## src/rtl/vga_pkg.sv

```systemverilog
// Shared raster timing constants and helpers for the video pipeline.
// 800x600@60 with a 40 MHz pixel clock.
package vga_pkg;

  localparam int CNT_W = 11;

  localparam int HOR_PIXELS       = 800;
  localparam int VGA_H_SYNC_START = 840;
  localparam int VGA_H_SYNC_LEN   = 128;
  localparam int VGA_H_TOTAL      = 1056;

  localparam int VER_PIXELS       = 600;
  localparam int VGA_V_SYNC_START = 601;
  localparam int VGA_V_SYNC_LEN   = 4;
  localparam int VGA_V_TOTAL      = 628;

  typedef logic [CNT_W-1:0] cnt_t;
  typedef logic [CNT_W:0]   cnt_ext_t;

  // End bound is one bit wider so a window may close exactly at 2048.
  function automatic logic in_win(
    input cnt_t     c,
    input cnt_t     s,
    input cnt_ext_t e
  );
    return ({1'b0, c} >= {1'b0, s}) && ({1'b0, c} < e);
  endfunction

endpackage

```

## src/rtl/vga_if.sv

```systemverilog
// Raster bundle from the timing generator to the draw stages.
// One producer (out) and any number of consumers (in).
interface vga_if;
  import vga_pkg::*;

  cnt_t        hcount;
  cnt_t        vcount;
  logic        hsync;
  logic        vsync;
  logic        hblnk;
  logic        vblnk;
  logic [11:0] rgb;

  modport out (
    output hcount, vcount,
    output hsync, vsync,
    output hblnk, vblnk,
    output rgb
  );

  modport in (
    input hcount, vcount,
    input hsync, vsync,
    input hblnk, vblnk,
    input rgb
  );

endinterface

```

## src/rtl/vga_timing_gen_sync_counter.sv

```systemverilog
// Wrap counter 0..TOTAL-1 with next-state and carry outputs.
// carry_o marks the enabled cycle on which the count wraps.
module sync_counter
  import vga_pkg::*;
#(
  parameter int TOTAL = VGA_H_TOTAL
) (
  input  logic clk,
  input  logic rst_n,
  input  logic en_i,
  output cnt_t cnt_o,
  output cnt_t cnt_d_o,
  output logic carry_o
);

  localparam cnt_t LAST = CNT_W'(TOTAL - 1);

  cnt_t cnt_q;
  cnt_t cnt_d;
  logic wrap;

  assign wrap = (cnt_q == LAST);

  always_comb begin
    cnt_d = cnt_q;
    if (en_i) begin
      cnt_d = wrap ? '0 : cnt_q + 1'b1;
    end
  end

  always_ff @(posedge clk or negedge rst_n) begin
    if (!rst_n) begin
      cnt_q <= '0;
    end else begin
      cnt_q <= cnt_d;
    end
  end

  assign cnt_o   = cnt_q;
  assign cnt_d_o = cnt_d;
  assign carry_o = en_i & wrap;

endmodule

```

## src/rtl/vga_timing_gen.sv

```systemverilog
// Free-running VGA raster timing generator, head of the video pipeline.
// All fields are registered from next-state counts so they never skew.
module vga_timing_gen
  import vga_pkg::*;
#(
  parameter int   H_ACTIVE     = HOR_PIXELS,
  parameter int   H_SYNC_START = VGA_H_SYNC_START,
  parameter int   H_SYNC_LEN   = VGA_H_SYNC_LEN,
  parameter int   H_TOTAL      = VGA_H_TOTAL,
  parameter int   V_ACTIVE     = VER_PIXELS,
  parameter int   V_SYNC_START = VGA_V_SYNC_START,
  parameter int   V_SYNC_LEN   = VGA_V_SYNC_LEN,
  parameter int   V_TOTAL      = VGA_V_TOTAL,
  parameter logic SYNC_POL     = 1'b1
) (
  input  logic clk,
  input  logic rst_n,
  vga_if.out   out,
  output logic line_start,
  output logic frame_start
);

  if (H_TOTAL > 2048 || V_TOTAL > 2048) begin : g_chk_total
    $error("vga_timing_gen: H_TOTAL/V_TOTAL exceed 2048");
  end

  if (H_ACTIVE >= H_SYNC_START ||
      H_SYNC_START + H_SYNC_LEN > H_TOTAL) begin : g_chk_h
    $error("vga_timing_gen: bad horizontal timing");
  end

  if (V_ACTIVE >= V_SYNC_START ||
      V_SYNC_START + V_SYNC_LEN > V_TOTAL) begin : g_chk_v
    $error("vga_timing_gen: bad vertical timing");
  end

  localparam cnt_t     HA  = CNT_W'(H_ACTIVE);
  localparam cnt_t     HSS = CNT_W'(H_SYNC_START);
  localparam cnt_ext_t HSE = (CNT_W+1)'(H_SYNC_START + H_SYNC_LEN);
  localparam cnt_t     VA  = CNT_W'(V_ACTIVE);
  localparam cnt_t     VSS = CNT_W'(V_SYNC_START);
  localparam cnt_ext_t VSE = (CNT_W+1)'(V_SYNC_START + V_SYNC_LEN);

  // run_q holds the counters at (0,0) for the first edge after reset.
  logic run_q;
  cnt_t h_q, h_d;
  cnt_t v_q, v_d;
  logic h_carry, v_carry;

  logic hblnk_q, hblnk_d;
  logic vblnk_q, vblnk_d;
  logic hsync_q, hsync_d;
  logic vsync_q, vsync_d;
  logic ls_q, ls_d;
  logic fs_q, fs_d;

  always_ff @(posedge clk or negedge rst_n) begin
    if (!rst_n) begin
      run_q <= 1'b0;
    end else begin
      run_q <= 1'b1;
    end
  end

  sync_counter #(
    .TOTAL (H_TOTAL)
  ) u_hcnt (
    .clk     (clk),
    .rst_n   (rst_n),
    .en_i    (run_q),
    .cnt_o   (h_q),
    .cnt_d_o (h_d),
    .carry_o (h_carry)
  );

  sync_counter #(
    .TOTAL (V_TOTAL)
  ) u_vcnt (
    .clk     (clk),
    .rst_n   (rst_n),
    .en_i    (h_carry),
    .cnt_o   (v_q),
    .cnt_d_o (v_d),
    .carry_o (v_carry)
  );

  always_comb begin
    hblnk_d = (h_d >= HA);
    vblnk_d = (v_d >= VA);
    hsync_d = in_win(h_d, HSS, HSE) ? SYNC_POL : ~SYNC_POL;
    vsync_d = in_win(v_d, VSS, VSE) ? SYNC_POL : ~SYNC_POL;
    ls_d    = (h_d == '0);
    // (0,0) is reached either at frame wrap or on the post-reset hold.
    fs_d    = ls_d & (v_carry | ~run_q);
  end

  always_ff @(posedge clk or negedge rst_n) begin
    if (!rst_n) begin
      hblnk_q <= 1'b0;
      vblnk_q <= 1'b0;
      hsync_q <= ~SYNC_POL;
      vsync_q <= ~SYNC_POL;
      ls_q    <= 1'b0;
      fs_q    <= 1'b0;
    end else begin
      hblnk_q <= hblnk_d;
      vblnk_q <= vblnk_d;
      hsync_q <= hsync_d;
      vsync_q <= vsync_d;
      ls_q    <= ls_d;
      fs_q    <= fs_d;
    end
  end

  assign out.hcount  = h_q;
  assign out.vcount  = v_q;
  assign out.hblnk   = hblnk_q;
  assign out.vblnk   = vblnk_q;
  assign out.hsync   = hsync_q;
  assign out.vsync   = vsync_q;
  assign out.rgb     = 12'h000;
  assign line_start  = ls_q;
  assign frame_start = fs_q;

endmodule

```

## src/flat_wrapper.sv

```systemverilog
// flat-port wrapper written by rule: the top's interface ports become plain ports
module vga_timing_gen_flat import vga_pkg::*;
#(
  parameter int   H_ACTIVE     = HOR_PIXELS,
  parameter int   H_SYNC_START = VGA_H_SYNC_START,
  parameter int   H_SYNC_LEN   = VGA_H_SYNC_LEN,
  parameter int   H_TOTAL      = VGA_H_TOTAL,
  parameter int   V_ACTIVE     = VER_PIXELS,
  parameter int   V_SYNC_START = VGA_V_SYNC_START,
  parameter int   V_SYNC_LEN   = VGA_V_SYNC_LEN,
  parameter int   V_TOTAL      = VGA_V_TOTAL,
  parameter logic SYNC_POL     = 1'b1
)
  (clk, rst_n, line_start, frame_start, out_hcount, out_vcount, out_hsync, out_vsync, out_hblnk, out_vblnk, out_rgb);
  vga_if out_i ();
  input  logic clk;
  input  logic rst_n;
  output logic line_start;
  output logic frame_start;
  output wire logic [$bits(out_i.hcount)-1:0] out_hcount;
  output wire logic [$bits(out_i.vcount)-1:0] out_vcount;
  output wire logic [$bits(out_i.hsync)-1:0] out_hsync;
  output wire logic [$bits(out_i.vsync)-1:0] out_vsync;
  output wire logic [$bits(out_i.hblnk)-1:0] out_hblnk;
  output wire logic [$bits(out_i.vblnk)-1:0] out_vblnk;
  output wire logic [$bits(out_i.rgb)-1:0] out_rgb;
  assign out_hcount = out_i.hcount;
  assign out_vcount = out_i.vcount;
  assign out_hsync = out_i.hsync;
  assign out_vsync = out_i.vsync;
  assign out_hblnk = out_i.hblnk;
  assign out_vblnk = out_i.vblnk;
  assign out_rgb = out_i.rgb;
  vga_timing_gen #(.H_ACTIVE(H_ACTIVE), .H_SYNC_START(H_SYNC_START), .H_SYNC_LEN(H_SYNC_LEN), .H_TOTAL(H_TOTAL), .V_ACTIVE(V_ACTIVE), .V_SYNC_START(V_SYNC_START), .V_SYNC_LEN(V_SYNC_LEN), .V_TOTAL(V_TOTAL), .SYNC_POL(SYNC_POL)) u_core (.clk(clk), .rst_n(rst_n), .out(out_i), .line_start(line_start), .frame_start(frame_start));
endmodule
```

## config.mk

```make
export PLATFORM = sky130hd
export DESIGN_NAME = vga_timing_gen_flat
export DESIGN_NICKNAME = d
export VERILOG_FILES = /design/src/rtl/vga_pkg.sv /design/src/rtl/vga_if.sv /design/src/rtl/vga_timing_gen_sync_counter.sv /design/src/rtl/vga_timing_gen.sv /design/src/flat_wrapper.sv
export SDC_FILE = /design/constraint.sdc
export NUM_CORES = 1
export LEC_CHECK = 0
export CAP_MARGIN = 40
export CORE_UTILIZATION = 50
export DETAILED_ROUTE_END_ITERATION = 8
export GPL_TIMING_DRIVEN = 0
export PLACE_DENSITY_LB_ADDON = 0.1
export SYNTH_ARGS = -nofsm -noshare
export SYNTH_HDL_FRONTEND = slang
export SYNTH_SLANG_ARGS = --single-unit
```

## constraint.sdc

```tcl
create_clock -name clk -period 4.42 [get_ports clk]
set_input_delay 0.663 -clock clk [delete_from_list [all_inputs] [get_ports clk]]
set_output_delay 0.663 -clock clk [all_outputs]
set_load 0.02 [all_outputs]
```

==> impl_summary.log <==
INFO  metric outcome = completed
INFO  metric timing.hold.worst.class = flip-flop to flip-flop
INFO  metric clkSlewWorstSetupHoldPaths = ~60 ps
INFO  metric drt-initial-drc-count = 101
INFO  metric start_util = a little over half
INFO  metric cts_num_sinks = 29
INFO  metric fp.dieH = about 63 um
INFO  metric gpl.final_weighted_congestion = approximately 0.9
INFO  metric gr_overflow_total = 0
INFO  metric timing_hold_violations_final = 0
INFO  metric number_of_global_route_vias_before_repair = between 1000 and 1500
INFO  metric syn-cell-area = about 0.0019 mm^2
INFO  metric tritoncts.num_buffers = 5
INFO  metric timing.hold.worst.start = u_core.u_hcnt.cnt_o[9]$_DFF_PN0_
INFO  metric share_seq_of_total_power = approximately two fifths
INFO  metric die_x = 63.5 um
INFO  metric mostFrequentLayoutCells = 29 x clkdlybuf4s50_1, 29 x dfrtp_1, 20 x nand2_1
INFO  metric setup.reg_to_reg.worst_slack = between 1500 and 2000 ps
INFO  metric powerDensity = 368 mW/mm^2
INFO  metric worst_r2r_src = u_core.u_vcnt.cnt_o[0]$_DFF_PN0_
INFO  metric yosys.area.top_type_share = a little under two fifths
INFO  metric p_switching = roughly 0.31 mW
INFO  metric endpoint_kind = flip-flop
INFO  metric placementRows = 21
INFO  metric synth_flop_cell = dfrtp_1
INFO  metric period_needed = 2490 ps
INFO  metric timing.clock.skew = approximately 2.7 ps
INFO  metric cts.root.buffer_cell = clkbuf_8
INFO  metric clk_buf_depth = 2
INFO  metric leakagePower = 1.06 nW
INFO  metric crit_path_start_kind = flip-flop
INFO  metric route.detailed.wl_per_inst = approximately 14 um
INFO  metric async_flop_share = 100%
INFO  metric post_cts_hold_buffer_count = 0
INFO  metric yosys_register_bits = 29
INFO  metric combinationalPowerShare = between 30% and 40%
INFO  metric critPathSlowestCell = dfrtp_1
INFO  metric critical_setup_path_kind = flip-flop to flip-flop
INFO  metric power.share.switching = a little over a third
INFO  metric postCtsSetupBuffers = 0
INFO  metric final_layout_size_suffix_gt1_share = 14.3%
INFO  metric finalSetupTns = 0 ps
INFO  metric launching_instance_or_port_of_the_critical_path = u_core.u_vcnt.cnt_o[0]$_DFF_PN0_
INFO  metric cts_max_level = 2
INFO  metric dr_total_vias = 1678
INFO  metric timing.critical_path.cells = ha_1 > nor4b_1 > and3_1 > buf_2 > nor4_2 > o32ai_1 > o211ai_1 > a21o_1
INFO  metric grt_pass1_wl = approximately 7000 um
INFO  metric unrepaired_setup_endpoints_after_global_routing = no
INFO  metric nNetsFinal = roughly 260
INFO  metric synth_top_cell_by_area = dfrtp_1
INFO  metric critical_path.max_fanout = 8
INFO  metric timing_worst_slew_pin_value = approximately 740 ps
INFO  metric synth.top_cells.by_area = dfrtp_1 38%, buf_4 4.8%, buf_6 4.2%
INFO  metric design.die.area = just over 0.004 mm^2
INFO  metric setup-violations-final = 0
INFO  metric max-slew-margin-rel = approximately 50%
INFO  metric timing.max_cap.violations = 0
INFO  metric peakVddDrop = 291 uV
INFO  metric yosys_warnings = 0
INFO  metric i_o_pins = 42
INFO  metric syn_to_final_growth = 26.3%
INFO  metric max_freq = between 400 and 500 MHz
INFO  metric post_synth_inst_count = about 210
INFO  metric portBuffers = 29
INFO  metric syn-mean-instance-area = between 9 and 10 um^2
INFO  metric critical-path-max-stage-delay = ~460 ps
INFO  metric worst-endpoint-required = between 4000 and 5000 ps
INFO  metric power.share.clock = 23.9%
INFO  metric post-route-util = a little under 70%
INFO  metric layout_worst_path_cycle_share = a little under three fifths
INFO  metric dr.pass1.iters = 4
INFO  metric ys_types = 48
INFO  metric p_total = ~0.88 mW
INFO  metric grt_max_degree = 17
INFO  metric antenna_violating_nets_post_route = 0
INFO  metric total_routing_resource_utilization_after_global_routing = between 20% and 30%
INFO  metric grt_antenna_before_repair = 0
INFO  metric synth-seq-area-share = approximately two fifths
INFO  metric arrival = ~2700 ps
INFO  metric route.detailed.vias_per_inst = 5.52
INFO  metric p_int = roughly 0.57 mW
INFO  metric cts_resizes = 0
INFO  metric synth_edf_count = 0
INFO  metric insertion_delay = roughly 280 ps
INFO  metric antenna_cells_inserted = 0
INFO  metric drt-total-wl = roughly 4100 um
INFO  metric cts_tree = yes
INFO  metric final-max-slew-violation-count = 0
INFO  metric core_area = 0.00347 mm^2
INFO  metric dpl.hpwl = 2980 um
INFO  metric drc = 0
critical path: cells and delay by family, from the launching register on:
family / cells / cell delay (ps)
fa+ha+maj: 1 / 310
buf+inv: 1 / 200
flops: 1 / 460
compound gates: 3 / 790
simple gates: 3 / 620
cells in the mapped netlist, types with 2 or more instances:
cell type	n
o22ai_1	2
o32ai_1	2
a21oi_1	5
xor2_1	6
inv_1	8
a41oi_1	2
o31ai_1	4
mux2_2	2
a21boi_0	3
ha_1	2
and3_1	4
o21ai_0	8
nand2b_1	4
buf_2	2
buf_4	12
nor2_1	12
conb_1	2
o21a_1	3
buf_6	7
nor3_1	12
o211ai_1	2
a21o_1	2
nand3_1	9
nand2_1	20
dfrtp_1	29
clkbuf_1	5
and2_1	2
nor4_2	2
nor4b_1	2
nand4_1	7
xnor2_1	9
nor3b_1	2
kinds of logic (layout without fill, tap and decap cells):
group	after synthesis	after routing	synth area share [%]
AND/OR/NAND/NOR	86	86	25.0
AO/OA/AOI/OAI	39	39	14.8
buffers and inverters	34	72	12.0
flip-flops	29	29	38.4
XOR/XNOR	15	15	6.95
adder cells (fa/ha/maj)	2	2	1.32
other	2	13	0.397
multiplexers	2	2	1.19
state kept, by name, summed over array words and instances (netlist names):
signal,count
u_core.frame_start,1
u_core.line_start,1
u_core.out.hblnk,1
u_core.out.hsync,1
u_core.out.vblnk,1
u_core.out.vsync,1
u_core.run_q,1
u_core.u_hcnt.cnt_o,11
u_core.u_vcnt.cnt_o,11
stage by stage:
step	hold slack [ps]	cell area (um^2)	instances	worst slack, ps
after floorplan	367	1930	220	2180
after global placement	563	2280	295	2010
after detailed placement	566	2310	296	1970
after CTS	576	2390	304	1960
after global routing	622	2390	304	1750
final	589	2390	304	1930
power by group through the flow:
stage,Combinational (mW),Clock (mW),Sequential (mW)
floorplan,0.183,0,0.374
global placement,0.319,0,0.340
detailed placement,0.326,0,0.342
CTS,0.329,0.214,0.337
global route,0.358,0.224,0.342
finish,0.331,0.210,0.337
final cells by class:
class / count / area [um^2]
fillers: 290 / 1080
multi-input cells: 157 / 978
flip-flops and latches: 29 / 726
repair buffers: 30 / 318
plain buffers: 26 / 198
clock buffers: 8 / 80.1
well taps: 46 / 57.6
inverters: 8 / 30.0
metal layers:
layer | share of wire [%] | GRT usage (%) | vias up | wire [um]
met5 | 0 | 0 | - | 0
met4 | 1.4 | 7.67 | 0 | 57
met3 | 5.9 | 3.99 | 8 | 243
met2 | 45 | 32.3 | 53 | 1850
met1 | 48 | 32.5 | 801 | 1990
li1 | - | - | 816 | -
worst paths after layout:
kind / end / cells after the start
worst max-delay path: u_core.out.vblnk$_DFF_PN0_ / 8
worst min-delay path: u_core.u_hcnt.cnt_o[9]$_DFF_PN0_ / 1
worst max register to register: u_core.out.vblnk$_DFF_PN0_ / 8
worst min register to register: u_core.u_hcnt.cnt_o[9]$_DFF_PN0_ / 1
max in group asynchronous: u_core.out.vblnk$_DFF_PN0_ / 2
min in group asynchronous: u_core.u_hcnt.cnt_o[0]$_DFF_PN0_ / 1
Note: power is estimated with default switching activity, not from simulation.
